==> src/rtl/clcd_bus_arbiter_pkg.sv <==
// Shared types and constants for the CLCD byte-channel arbiter.
package clcd_pkg;

  typedef enum logic [1:0] {
    IDLE,
    ISSUE,
    WAIT_DONE,
    SETTLE
  } arb_state_e;

  localparam logic [7:0]  CMD_CLEAR = 8'h01;
  localparam logic [7:0]  CMD_HOME  = 8'h02;
  localparam int unsigned N_REQ_DEF = 3;
  localparam int unsigned REQ_INIT  = 0;

  // Clear, home and the 8'h03 home alias need the long LCD settle time.
  function automatic logic is_long_cmd(input logic rs, input logic [7:0] data);
    return !rs && ((data == CMD_CLEAR) || (data[7:1] == CMD_HOME[7:1]));
  endfunction

endpackage

==> src/rtl/clcd_bus_arbiter_if.sv <==
// Byte-write channel between the arbiter (master) and the I2C CLCD byte driver (slave).
interface clcd_bus_arbiter_if;
  logic [7:0] o_data;
  logic       o_RS;
  logic       o_RW;
  logic       o_valid;
  logic       i_busy;

  modport master (output o_data, o_RS, o_RW, o_valid, input i_busy);
  modport slave  (input o_data, o_RS, o_RW, o_valid, output i_busy);
endinterface

==> src/rtl/clcd_bus_arbiter_us_tick.sv <==
// Free-running CLK_HZ/1_000_000 divider: one-cycle pulse every microsecond.
module clcd_us_tick #(
  parameter int unsigned CLK_HZ = 100_000_000
) (
  input  logic clk,
  input  logic reset_n,
  output logic tick
);
  localparam int unsigned DIV = (CLK_HZ >= 1_000_000) ? CLK_HZ / 1_000_000 : 1;
  localparam int unsigned DW  = (DIV > 1) ? $clog2(DIV) : 1;

  logic [DW-1:0] cnt;

  always_ff @(posedge clk or negedge reset_n) begin
    if (!reset_n) begin
      cnt  <= '0;
      tick <= 1'b0;
    end else if (cnt == DW'(DIV - 1)) begin
      cnt  <= '0;
      tick <= 1'b1;
    end else begin
      cnt  <= cnt + DW'(1);
      tick <= 1'b0;
    end
  end
endmodule

==> src/rtl/clcd_bus_arbiter.sv <==
// Arbitrates the single CLCD byte channel among N_REQ requesters (index 0 = init sequencer).
// Define CLCD_ARB_TIMEOUT_EN to enable the busy watchdog; otherwise o_timeout stays 0.
module clcd_bus_arbiter
  import clcd_pkg::*;
#(
  parameter int unsigned CLK_HZ     = 100_000_000,
  parameter int unsigned N_REQ      = N_REQ_DEF,
  parameter int unsigned CMD_DLY_US = 50,
  parameter int unsigned CLR_DLY_US = 2000,
  parameter int unsigned TIMEOUT_US = 1000
) (
  input  logic                 clk,
  input  logic                 reset_n,
  input  logic                 i_init_done,
  input  logic [N_REQ-1:0]     i_req_valid,
  input  logic [N_REQ-1:0]     i_req_lock,
  input  logic [8*N_REQ-1:0]   i_req_data,
  input  logic [N_REQ-1:0]     i_req_rs,
  input  logic [N_REQ-1:0]     i_req_rw,
  output logic [N_REQ-1:0]     o_req_ack,
  output logic [N_REQ-1:0]     o_grant,
  clcd_bus_arbiter_if.master   drv,
  output logic                 o_idle,
  output logic                 o_timeout
);
  localparam int unsigned IW   = (N_REQ > 1) ? $clog2(N_REQ) : 1;
  localparam int unsigned DM0  = (CLR_DLY_US > CMD_DLY_US) ? CLR_DLY_US : CMD_DLY_US;
  localparam int unsigned DMAX = (TIMEOUT_US > DM0) ? TIMEOUT_US : DM0;
  localparam int unsigned CW   = $clog2(DMAX + 1);
  localparam logic [N_REQ-1:0] INIT_MASK = N_REQ'(1) << REQ_INIT;

  arb_state_e     state;
  logic [IW-1:0]  owner, rr_ptr, rr_next, win_idx, sel_idx;
  logic [IW:0]    cand;
  logic [N_REQ-1:0] elig;
  logic           win_vld;
  logic [CW-1:0]  settle;
  logic [7:0]     data_q, sel_data;
  logic           rs_q, rw_q, valid_q;
  logic           busy_q1, busy_q2, busy_rise, busy_fall;
  logic           us_tick, wd_expired;

  clcd_us_tick #(.CLK_HZ(CLK_HZ)) u_tick (
    .clk    (clk),
    .reset_n(reset_n),
    .tick   (us_tick)
  );

  assign drv.o_data  = data_q;
  assign drv.o_RS    = rs_q;
  assign drv.o_RW    = rw_q;
  assign drv.o_valid = valid_q;

  always_ff @(posedge clk or negedge reset_n) begin
    if (!reset_n) begin
      busy_q1 <= 1'b0;
      busy_q2 <= 1'b0;
    end else begin
      busy_q1 <= drv.i_busy;
      busy_q2 <= busy_q1;
    end
  end
  assign busy_rise = busy_q1 & ~busy_q2;
  assign busy_fall = ~busy_q1 & busy_q2;

  // Requester 0 wins outright; the rest are scanned starting at rr_ptr, wrapping within 1..N_REQ-1.
  always_comb begin
    elig    = i_init_done ? i_req_valid : (i_req_valid & INIT_MASK);
    win_vld = 1'b0;
    win_idx = '0;
    cand    = '0;
    if (elig[REQ_INIT]) begin
      win_vld = 1'b1;
      win_idx = IW'(REQ_INIT);
    end else begin
      for (int unsigned k = 0; k < N_REQ - 1; k++) begin
        cand = {1'b0, rr_ptr} + (IW+1)'(k);
        if (cand >= (IW+1)'(N_REQ)) cand = cand - (IW+1)'(N_REQ - 1);
        if (!win_vld && elig[cand[IW-1:0]]) begin
          win_vld = 1'b1;
          win_idx = cand[IW-1:0];
        end
      end
    end
    rr_next  = (win_idx == IW'(N_REQ - 1)) ? IW'(1) : win_idx + IW'(1);
    sel_idx  = (state == SETTLE) ? owner : win_idx;
    sel_data = i_req_data[8*sel_idx +: 8];
  end

`ifdef CLCD_ARB_TIMEOUT_EN
  logic [CW-1:0] wd_cnt;
  always_ff @(posedge clk or negedge reset_n) begin
    if (!reset_n)
      wd_cnt <= '0;
    else if (state == ISSUE || state == WAIT_DONE) begin
      if (us_tick && !wd_expired) wd_cnt <= wd_cnt + CW'(1);
    end else
      wd_cnt <= '0;
  end
  assign wd_expired = (wd_cnt == CW'(TIMEOUT_US));
`else
  assign wd_expired = 1'b0;
`endif

  always_ff @(posedge clk or negedge reset_n) begin
    if (!reset_n) begin
      state     <= IDLE;
      o_grant   <= '0;
      o_req_ack <= '0;
      o_idle    <= 1'b1;
      o_timeout <= 1'b0;
      data_q    <= '0;
      rs_q      <= 1'b0;
      rw_q      <= 1'b0;
      valid_q   <= 1'b0;
      owner     <= '0;
      rr_ptr    <= IW'(1);
      settle    <= '0;
    end else begin
      o_req_ack <= '0;
      o_timeout <= 1'b0;
      unique case (state)
        IDLE: begin
          if (win_vld) begin
            o_grant <= N_REQ'(1) << win_idx;
            owner   <= win_idx;
            data_q  <= sel_data;
            rs_q    <= i_req_rs[sel_idx];
            rw_q    <= i_req_rw[sel_idx];
            valid_q <= 1'b1;
            o_idle  <= 1'b0;
            if (win_idx != IW'(REQ_INIT)) rr_ptr <= rr_next;
            state   <= ISSUE;
          end
        end
        ISSUE, WAIT_DONE: begin
          if (wd_expired) begin
            valid_q   <= 1'b0;
            o_timeout <= 1'b1;
            o_req_ack <= o_grant;
            settle    <= CW'(CLR_DLY_US);
            state     <= SETTLE;
          end else if (state == ISSUE && busy_rise) begin
            valid_q <= 1'b0;
            state   <= WAIT_DONE;
          end else if (state == WAIT_DONE && busy_fall) begin
            o_req_ack <= o_grant;
            settle    <= is_long_cmd(rs_q, data_q) ? CW'(CLR_DLY_US) : CW'(CMD_DLY_US);
            state     <= SETTLE;
          end
        end
        SETTLE: begin
          if (settle != '0) begin
            if (us_tick) settle <= settle - CW'(1);
          end else if (elig[owner] && i_req_lock[owner]) begin
            data_q  <= sel_data;
            rs_q    <= i_req_rs[sel_idx];
            rw_q    <= i_req_rw[sel_idx];
            valid_q <= 1'b1;
            state   <= ISSUE;
          end else begin
            o_grant <= '0;
            o_idle  <= 1'b1;
            state   <= IDLE;
          end
        end
        default: state <= IDLE;
      endcase
    end
  end
endmodule

==> src/flat_wrapper.sv <==
// flat-port wrapper written by rule: the top's interface ports become plain ports
module clcd_bus_arbiter_flat import clcd_pkg::*;
#(
  parameter int unsigned CLK_HZ     = 100_000_000,
  parameter int unsigned N_REQ      = N_REQ_DEF,
  parameter int unsigned CMD_DLY_US = 50,
  parameter int unsigned CLR_DLY_US = 2000,
  parameter int unsigned TIMEOUT_US = 1000
)
  (clk, reset_n, i_init_done, i_req_valid, i_req_lock, i_req_data, i_req_rs, i_req_rw, o_req_ack, o_grant, o_idle, o_timeout, drv_o_data, drv_o_RS, drv_o_RW, drv_o_valid, drv_i_busy);
  clcd_bus_arbiter_if drv_i ();
  input  logic clk;
  input  logic reset_n;
  input  logic i_init_done;
  input  logic [N_REQ-1:0] i_req_valid;
  input  logic [N_REQ-1:0] i_req_lock;
  input  logic [8*N_REQ-1:0] i_req_data;
  input  logic [N_REQ-1:0] i_req_rs;
  input  logic [N_REQ-1:0] i_req_rw;
  output logic [N_REQ-1:0] o_req_ack;
  output logic [N_REQ-1:0] o_grant;
  output logic o_idle;
  output logic o_timeout;
  output wire logic [$bits(drv_i.o_data)-1:0] drv_o_data;
  output wire logic [$bits(drv_i.o_RS)-1:0] drv_o_RS;
  output wire logic [$bits(drv_i.o_RW)-1:0] drv_o_RW;
  output wire logic [$bits(drv_i.o_valid)-1:0] drv_o_valid;
  input wire logic [$bits(drv_i.i_busy)-1:0] drv_i_busy;
  assign drv_o_data = drv_i.o_data;
  assign drv_o_RS = drv_i.o_RS;
  assign drv_o_RW = drv_i.o_RW;
  assign drv_o_valid = drv_i.o_valid;
  assign drv_i.i_busy = drv_i_busy;
  clcd_bus_arbiter #(.CLK_HZ(CLK_HZ), .N_REQ(N_REQ), .CMD_DLY_US(CMD_DLY_US), .CLR_DLY_US(CLR_DLY_US), .TIMEOUT_US(TIMEOUT_US)) u_core (.clk(clk), .reset_n(reset_n), .i_init_done(i_init_done), .i_req_valid(i_req_valid), .i_req_lock(i_req_lock), .i_req_data(i_req_data), .i_req_rs(i_req_rs), .i_req_rw(i_req_rw), .o_req_ack(o_req_ack), .o_grant(o_grant), .drv(drv_i), .o_idle(o_idle), .o_timeout(o_timeout));
endmodule
==> config.mk <==
export PLATFORM = sky130hd
export DESIGN_NAME = clcd_bus_arbiter_flat
export DESIGN_NICKNAME = d
export VERILOG_FILES = /design/src/rtl/clcd_bus_arbiter_pkg.sv /design/src/rtl/clcd_bus_arbiter_if.sv /design/src/rtl/clcd_bus_arbiter_us_tick.sv /design/src/rtl/clcd_bus_arbiter.sv /design/src/flat_wrapper.sv
export SDC_FILE = /design/constraint.sdc
export NUM_CORES = 1
export LEC_CHECK = 0
export ABC_AREA = 1
export BUFFER_PORTS_ARGS = -buffer_cell sky130_fd_sc_hd__buf_4
export CAP_MARGIN = 20
export CORE_ASPECT_RATIO = 1.75
export CORE_MARGIN = 2
export CORE_UTILIZATION = 49
export DETAILED_ROUTE_END_ITERATION = 8
export GPL_ROUTABILITY_DRIVEN = 0
export PLACE_DENSITY_LB_ADDON = 0.2
export SYNTH_ARGS = -nofsm -noshare
export SYNTH_HDL_FRONTEND = slang
export SYNTH_SLANG_ARGS = --single-unit
==> constraint.sdc <==
create_clock -name clk -period 1.6 [get_ports clk]
set_input_delay 0.4 -clock clk [delete_from_list [all_inputs] [get_ports clk]]
set_output_delay 0.4 -clock clk [all_outputs]
set_load 0.005 [all_outputs]
# ---- Yosys cells after proc, flatten, opt, wreduce, memory -nomap -nowiden
# Cells that the tools add are included.
dict set report classes {
  n_mul 0
  n_shift 2
  order_cmp 6
  div_mod_pow 0
  addsub 6
  eq_ne 17
  n_reduce_logical 21
  bitwise_logic 4
  mux 68
}
# operator n
set ops {}
lappend ops {{two-way mux 11 bit} 5}
lappend ops {{two-way mux 2 bit} 13}
lappend ops {{two-way mux 1 bit} 25}
lappend ops {{two-way mux 8 bit} 3}
lappend ops {{indexed part select 24 x 6 -> 8 bit} 1}
lappend ops {{case mux 11 bit (2 select lines)} 1}
lappend ops {{two-way mux 3 bit} 7}
lappend ops {{case mux 8 bit (2 select lines)} 1}
lappend ops {{binary-select mux 1 bit (select 2 bit)} 6}
lappend ops {{< comparator 2 x 3 -> 1 bit (second input constant)} 4}
lappend ops {{!= test 2 bit (second input constant)} 6}
lappend ops {{AND reduction 4 bit} 3}
lappend ops {{nonzero test 11 bit} 1}
lappend ops {{subtractor 11 x 1 -> 11 bit (second input constant)} 1}
lappend ops {{== test 8 x 1 -> 1 bit (second input constant)} 1}
lappend ops {{adder 7 x 1 -> 7 bit (second input constant)} 1}
lappend ops {{== test 7 x 1 -> 1 bit (second input constant)} 1}
lappend ops {{== test 7 bit (second input constant)} 1}
lappend ops {{two-way mux 7 bit} 1}
lappend ops {{== test 2 bit (second input constant)} 3}
lappend ops {{!= test 2 x 1 -> 1 bit (second input constant)} 3}
lappend ops {{case mux 1 bit (2 select lines)} 3}
lappend ops {{case mux 2 bit (3 select lines)} 1}
lappend ops {{case mux 3 bit (2 select lines)} 1}
lappend ops {{20 further kinds} 31}
dict set report totals {
  mem_bits_ro 0
  latchBits 0
  ff_bits 45
  ram_bits 0
  wordCells 139
  mem_count 0
  inputBits 40
  output_inout_bits 19
}

# ---- Depth between registers and ports, before layout
dict set report logic_depth {
  word_depth 17
  mapped_depth 13
}

# ---- Hierarchy
# A second synthesis with hierarchy kept.
dict set report unflattened {
  cells_unflattened 379
  area_unflattened_um2 2735.1
}
# mod cells_per_inst n_inst seq_area_each_um2 area_per_inst_um2
set by_module_without_submodules {}
lappend by_module_without_submodules {clcd_bus_arbiter 336 1 928.4 2366.0}
lappend by_module_without_submodules {clcd_us_tick 43 1 200.2 369.1}

# ---- Worst setup path after synthesis
# OpenSTA, ideal clock, no wires.
dict set report synth_path {
  path_type {register to register}
  startpoint {register u_core.state[0]}
  endpoint {register u_core.settle[4]}
  arrival_ps 1435
  path_stages_with_launch 12
  setup_ps 125
  required_time_ps 1475
  path_slack_ps 40
  path_cell_list {dfrtp_1 > inv_1 > ha_1 > inv_1 > nor2_1 > nor2_1 > nand2_2 > inv_2 > buf_6 > nand2_1 > nand2_1 > nand3_1}
}
dict set report synth_via {
  elab_chain_len 4
  word_cells_on_any_way 13
  cone_classes {eq/ne (7); mux (1); reduce/logical (5)}
}
# item line_no
set synth_lines {}
lappend synth_lines {{start, declared} clcd_bus_arbiter.sv:32} ;# arb_state_e state;
lappend synth_lines {{start signal, assigned} clcd_bus_arbiter.sv:107} ;# state <= IDLE;
lappend synth_lines {{start signal, assigned} clcd_bus_arbiter.sv:133} ;# state <= ISSUE;
lappend synth_lines {{start signal, assigned} clcd_bus_arbiter.sv:142} ;# state <= SETTLE;
lappend synth_lines {{== test 2 bit or == test 2 x 1 -> 1 bit (tied branches)} {clcd_bus_arbiter.sv:122, clcd_bus_arbiter.sv:146, clcd_bus_arbiter.sv:143}}
lappend synth_lines {{OR reduction 2 bit (tied with other cells)} clcd_bus_arbiter.sv:122} ;# unique case (state)
lappend synth_lines {{!= test 2 bit (no source line) (tied with other cells)} -}
lappend synth_lines {{AND reduction 5 bit (no source line)} -}
lappend synth_lines {{end signal, assigned} clcd_bus_arbiter.sv:141} ;# settle <= CW'(CLR_DLY_US);
lappend synth_lines {{end signal, assigned} clcd_bus_arbiter.sv:148} ;# settle <= is_long_cmd(rs_q, data_q) ? CW'(CLR_DLY_US) : CW'(CMD_DLY_US);
lappend synth_lines {{end signal, assigned} clcd_bus_arbiter.sv:154} ;# if (us_tick) settle <= settle - CW'(1);
lappend synth_lines {{end, declared} clcd_bus_arbiter.sv:37} ;# logic [CW-1:0] settle;
# Several ways; a longest one is shown, not always the timed one.
# A chain may end at the register's enable or synchronous reset.

# ---- Final worst setup path
dict set report layout_path {
  startpoint {register u_core.state[0]}
  endpoint {register u_core.settle[9]}
}
# The elaborated chain is that of the path after synthesis.

==> impl_metrics.csv <==
group,metric,value,unit
synthesis,synth-xor-area-share,1.31,%
synthesis,ys_seq_area_share,42.2,%
outcome,outcome,"finished with violations",
placement,dp.cells,497,
floorplan,die-area,0.00609,sq mm
global_route,grt_start_max_net_pins,46,
sta,tightest_slew,0.564,ns
clocking,cts.clk_slew.worst_paths,0.08,ns
synthesis,yosysWarnings,0,
layout,diodes,0,
floorplan,die_w,59.9,microns
synthesis,syn_area_per_cell,7.14,sq um
placement,post-place-ws,-0.155,ns
synthesis,synth_top_family_by_area,"simple AND/OR/NAND/NOR gates",
sta,slew_headroom,62.4,%
synthesis,synth_simple_gate_area_share,34.9,%
drt,drt_iter0_markers,132,
sta,fin_ws,-0.150,ns
drt,wire_per_inst,14.3,microns
drt,drtAntennaViolNets,0,
clocking,cts_buffers,5,
synthesis,netlist.area_leader.share,40.2,%
layout,stdcell_count,517,
sta,slew_violations,0,
synthesis,yosys_most_used_dff,"dfrtp_1",
floorplan,row_count,35,
synthesis,synthTopCellsByArea,"dfrtp_1, nand2_1, nand3_1",
power,p_leak,0.00190,uW
clocking,cts_root_buf,"clkbuf_8",
power,power.total,6960,uW
drt,wl,7370,microns
floorplan,io_pins,59,
worst_hold_path,hold_class,"in2async",
synthesis,syn_area,0.00268,sq mm
setup_path,worstSetupStartpointType,"flop",
setup_path,required,1.80,ns
setup_path,crit_fanout,7,
synthesis,syn_inst,375,
synthesis,synth.mux.area_fraction,0,%
clocking,postCtsHoldBufs,0,
drt,route.detailed.drc,0,
global_route,grt_pass1_wl,11200,microns
synthesis,syn_nets,422,
sta,rsz0062_at_grt,"true",
floorplan,start_util,50.9,%
setup_path,crit_type,"reg2reg",
clocking,ctsHtreeMaxLevel,2,
clocking,cts_buffer_depth,2,
drt,via_count,2750,
clocking,cts_sinks,45,
clocking,clk_latency,0.30,ns
synthesis,synth_fa_ha_area_share,3.27,%
layout,nFillCells,417,
drt,drtPass1Iterations,5,
synthesis,synthDistinctLibCells,32,
global_route,grt_antenna_before_repair,0,
sta,finalCritPeriodShare,109,%
layout,fin_util,70.7,%
sta,finalSetupViolCount,21,
sta,hold_violations,0,
sta,setup_tns,-1.34,ns
setup_path,worstPathArrival,1.95,ns
outcome,violations,"negative setup slack",
global_route,grt_usage,24.2,%
floorplan,die_y,102,microns
power,irDropWorstVdd,0.856,mV
sta,skew,0.00519,ns
setup_path,cp-end-kind,"flop",
sta,fmax,0.572,GHz
synthesis,synth_edf_count,0,
sta,period_minus_slack,1.75,ns
global_route,grt_pass1_vias,2604,
floorplan,coreArea,0.00526,sq mm
drt,vias_per_cell,5.32,
clocking,cts_tree,"done",
layout,area_growth,38.9,%
layout,drive_gt1_share,35.3,%
synthesis,synth_compound_area_share,9.12,%
flow_run,maxCapViolCount,0,
synthesis,synth_area_leader_cell,"dfrtp_1",
synthesis,async_flop_share,100,%
global_route,overflow,0,
placement,dp_hpwl,5250,microns
layout,fin_nets,510,
power,p_per_area,1870,mW/mm^2
synthesis,ys_ff_latch,45,
placement,portBuffers,57,
==> cells in the mapped netlist, types with 2 or more instances <==
master and number:
o21ai_0 21, a21oi_2 2, nand2_1 122, ha_1 7, nand3_1 41, inv_2 3, nand4_1 4, a31oi_1 2
nor3_1 4, dfstp_2 2, nor2_1 34, nor2_2 3, nand3_2 4, nand2_2 4, buf_2 6, a21oi_1 10
xor2_1 4, buf_6 2, a22oi_1 3, dfrtp_1 43, inv_1 43
==> final timing paths <==
check | from | to | slack [ns] | depth (start not counted)
worst max-delay path | u_core.state[0] | u_core.settle[9] | -0.15 | 9
worst min-delay path | reset_n | u_core.o_req_ack[2] | 0.08 | 1
worst max register to register | u_core.state[0] | u_core.settle[9] | -0.15 | 9
worst min register to register | u_core.u_tick.cnt[0] | u_core.u_tick.cnt[0] | 0.47 | 1
max in group asynchronous | reset_n | u_core.state[1] | 1.10 | 1
min in group clk | drv_i_busy | u_core.busy_q1 | 0.21 | 1
==> metal layers <==
metal,track usage [%],part of all wire (%)
met5,0,0
met4,10.4,3.7
met3,3.70,3.9
met2,45.8,57
met1,24.8,35
==> logic make-up (layout without fill, tap and decap cells) <==
logic type	count (synthesis)	after routing
AO/OA/AOI/OAI	43	43
XOR/XNOR	4	4
adder cells (fa/ha/maj)	7	7
buffers and inverters	57	144
flip-flops	45	45
other	1	1
AND/OR/NAND/NOR	218	218
==> state kept, by name, summed over array words and instances (netlist names) <==
name	count
u_core.busy_q1	1
u_core.o_grant	3
u_core.owner	2
u_core.drv.o_RW	1
u_core.u_tick.cnt	7
u_core.o_req_ack	3
u_core.state	2
u_core.settle	11
u_core.drv.o_data	8
u_core.o_idle	1
u_core.drv.o_valid	1
u_core.busy_q2	1
u_core.u_tick.tick	1
u_core.drv.o_RS	1
u_core.rr_ptr	2
==> worst max-delay path, stage by stage (launching register included) <==
cell and delay [ns]:
dfrtp_1 0.44, inv_2 0.14, ha_4 0.18, nand2_4 0.06
nor2_4 0.13, nor2_4 0.06, nor2_4 0.12, nand2_4 0.11
buf_4 0.17, a22oi_1 0.24
==> placed cells by master (no fill, tap or decap), types with 2 or more instances in the layout <==
cell / netlist / layout
a21oi_1: 10 / 8
a21oi_2: 2 / 2
a21oi_4: 0 / 2
a22oi_1: 3 / 3
buf_4: 1 / 86
buf_6: 2 / 4
clkbuf_8: 0 / 5
dfrtp_1: 43 / 42
dfstp_2: 2 / 2
ha_2: 0 / 3
ha_4: 0 / 3
inv_1: 43 / 36
inv_2: 3 / 7
inv_4: 0 / 3
nand2_1: 122 / 106
nand2_2: 4 / 14
nand2_4: 0 / 6
nand3_1: 41 / 36
nand3_2: 4 / 7
nand3_4: 0 / 2
nand4_1: 4 / 4
nor2_1: 34 / 29
nor2_2: 3 / 3
nor2_4: 0 / 5
nor3_1: 4 / 3
o21ai_0: 21 / 12
o21ai_1: 1 / 8
o21ai_2: 1 / 3
xor2_1: 4 / 4
==> cell type report <==
| cell class | count | area [sq um] | area share (%) |
|---|---|---|---|
| clock buffers | 5 | 68.8 | 1.85 |
| clock inverters | 1 | 5.00 | 0.135 |
| inverters | 46 | 180 | 4.85 |
| multi-input cells | 273 | 1550 | 41.6 |
| flip-flops and latches | 45 | 1130 | 30.4 |
| well taps | 55 | 68.8 | 1.85 |
| repair buffers | 91 | 711 | 19.1 |
| repair inverters | 1 | 7.51 | 0.202 |
==> what timing repair did <==
| action | in CTS | in global routing |
|---|---|---|
| pin swaps | 3 | 17 |
| gates resized for setup | 22 | 60 |
| setup buffers | 5 | 7 |
| cloned | 1 | 1 |
| hold endpoints to repair | 0 | 0 |
| setup endpoints to repair | 28 | 29 |
==> metrics by stage <==
stage / hold slack (ns) / instance area, sq um
floorplan: 0.104 / 2680
global placement: 0.416 / 3270
detailed placement: 0.405 / 3270
CTS: 0.116 / 3450
global route: 0.124 / 3720
finish: 0.0848 / 3720
==> where the power goes <==
part	switching [uW]	internal (uW)
registers	335	1540
logic	2510	1920
clock network	369	288
total	3210	3750
No activity file was read; power rests on OpenSTA's default activity.
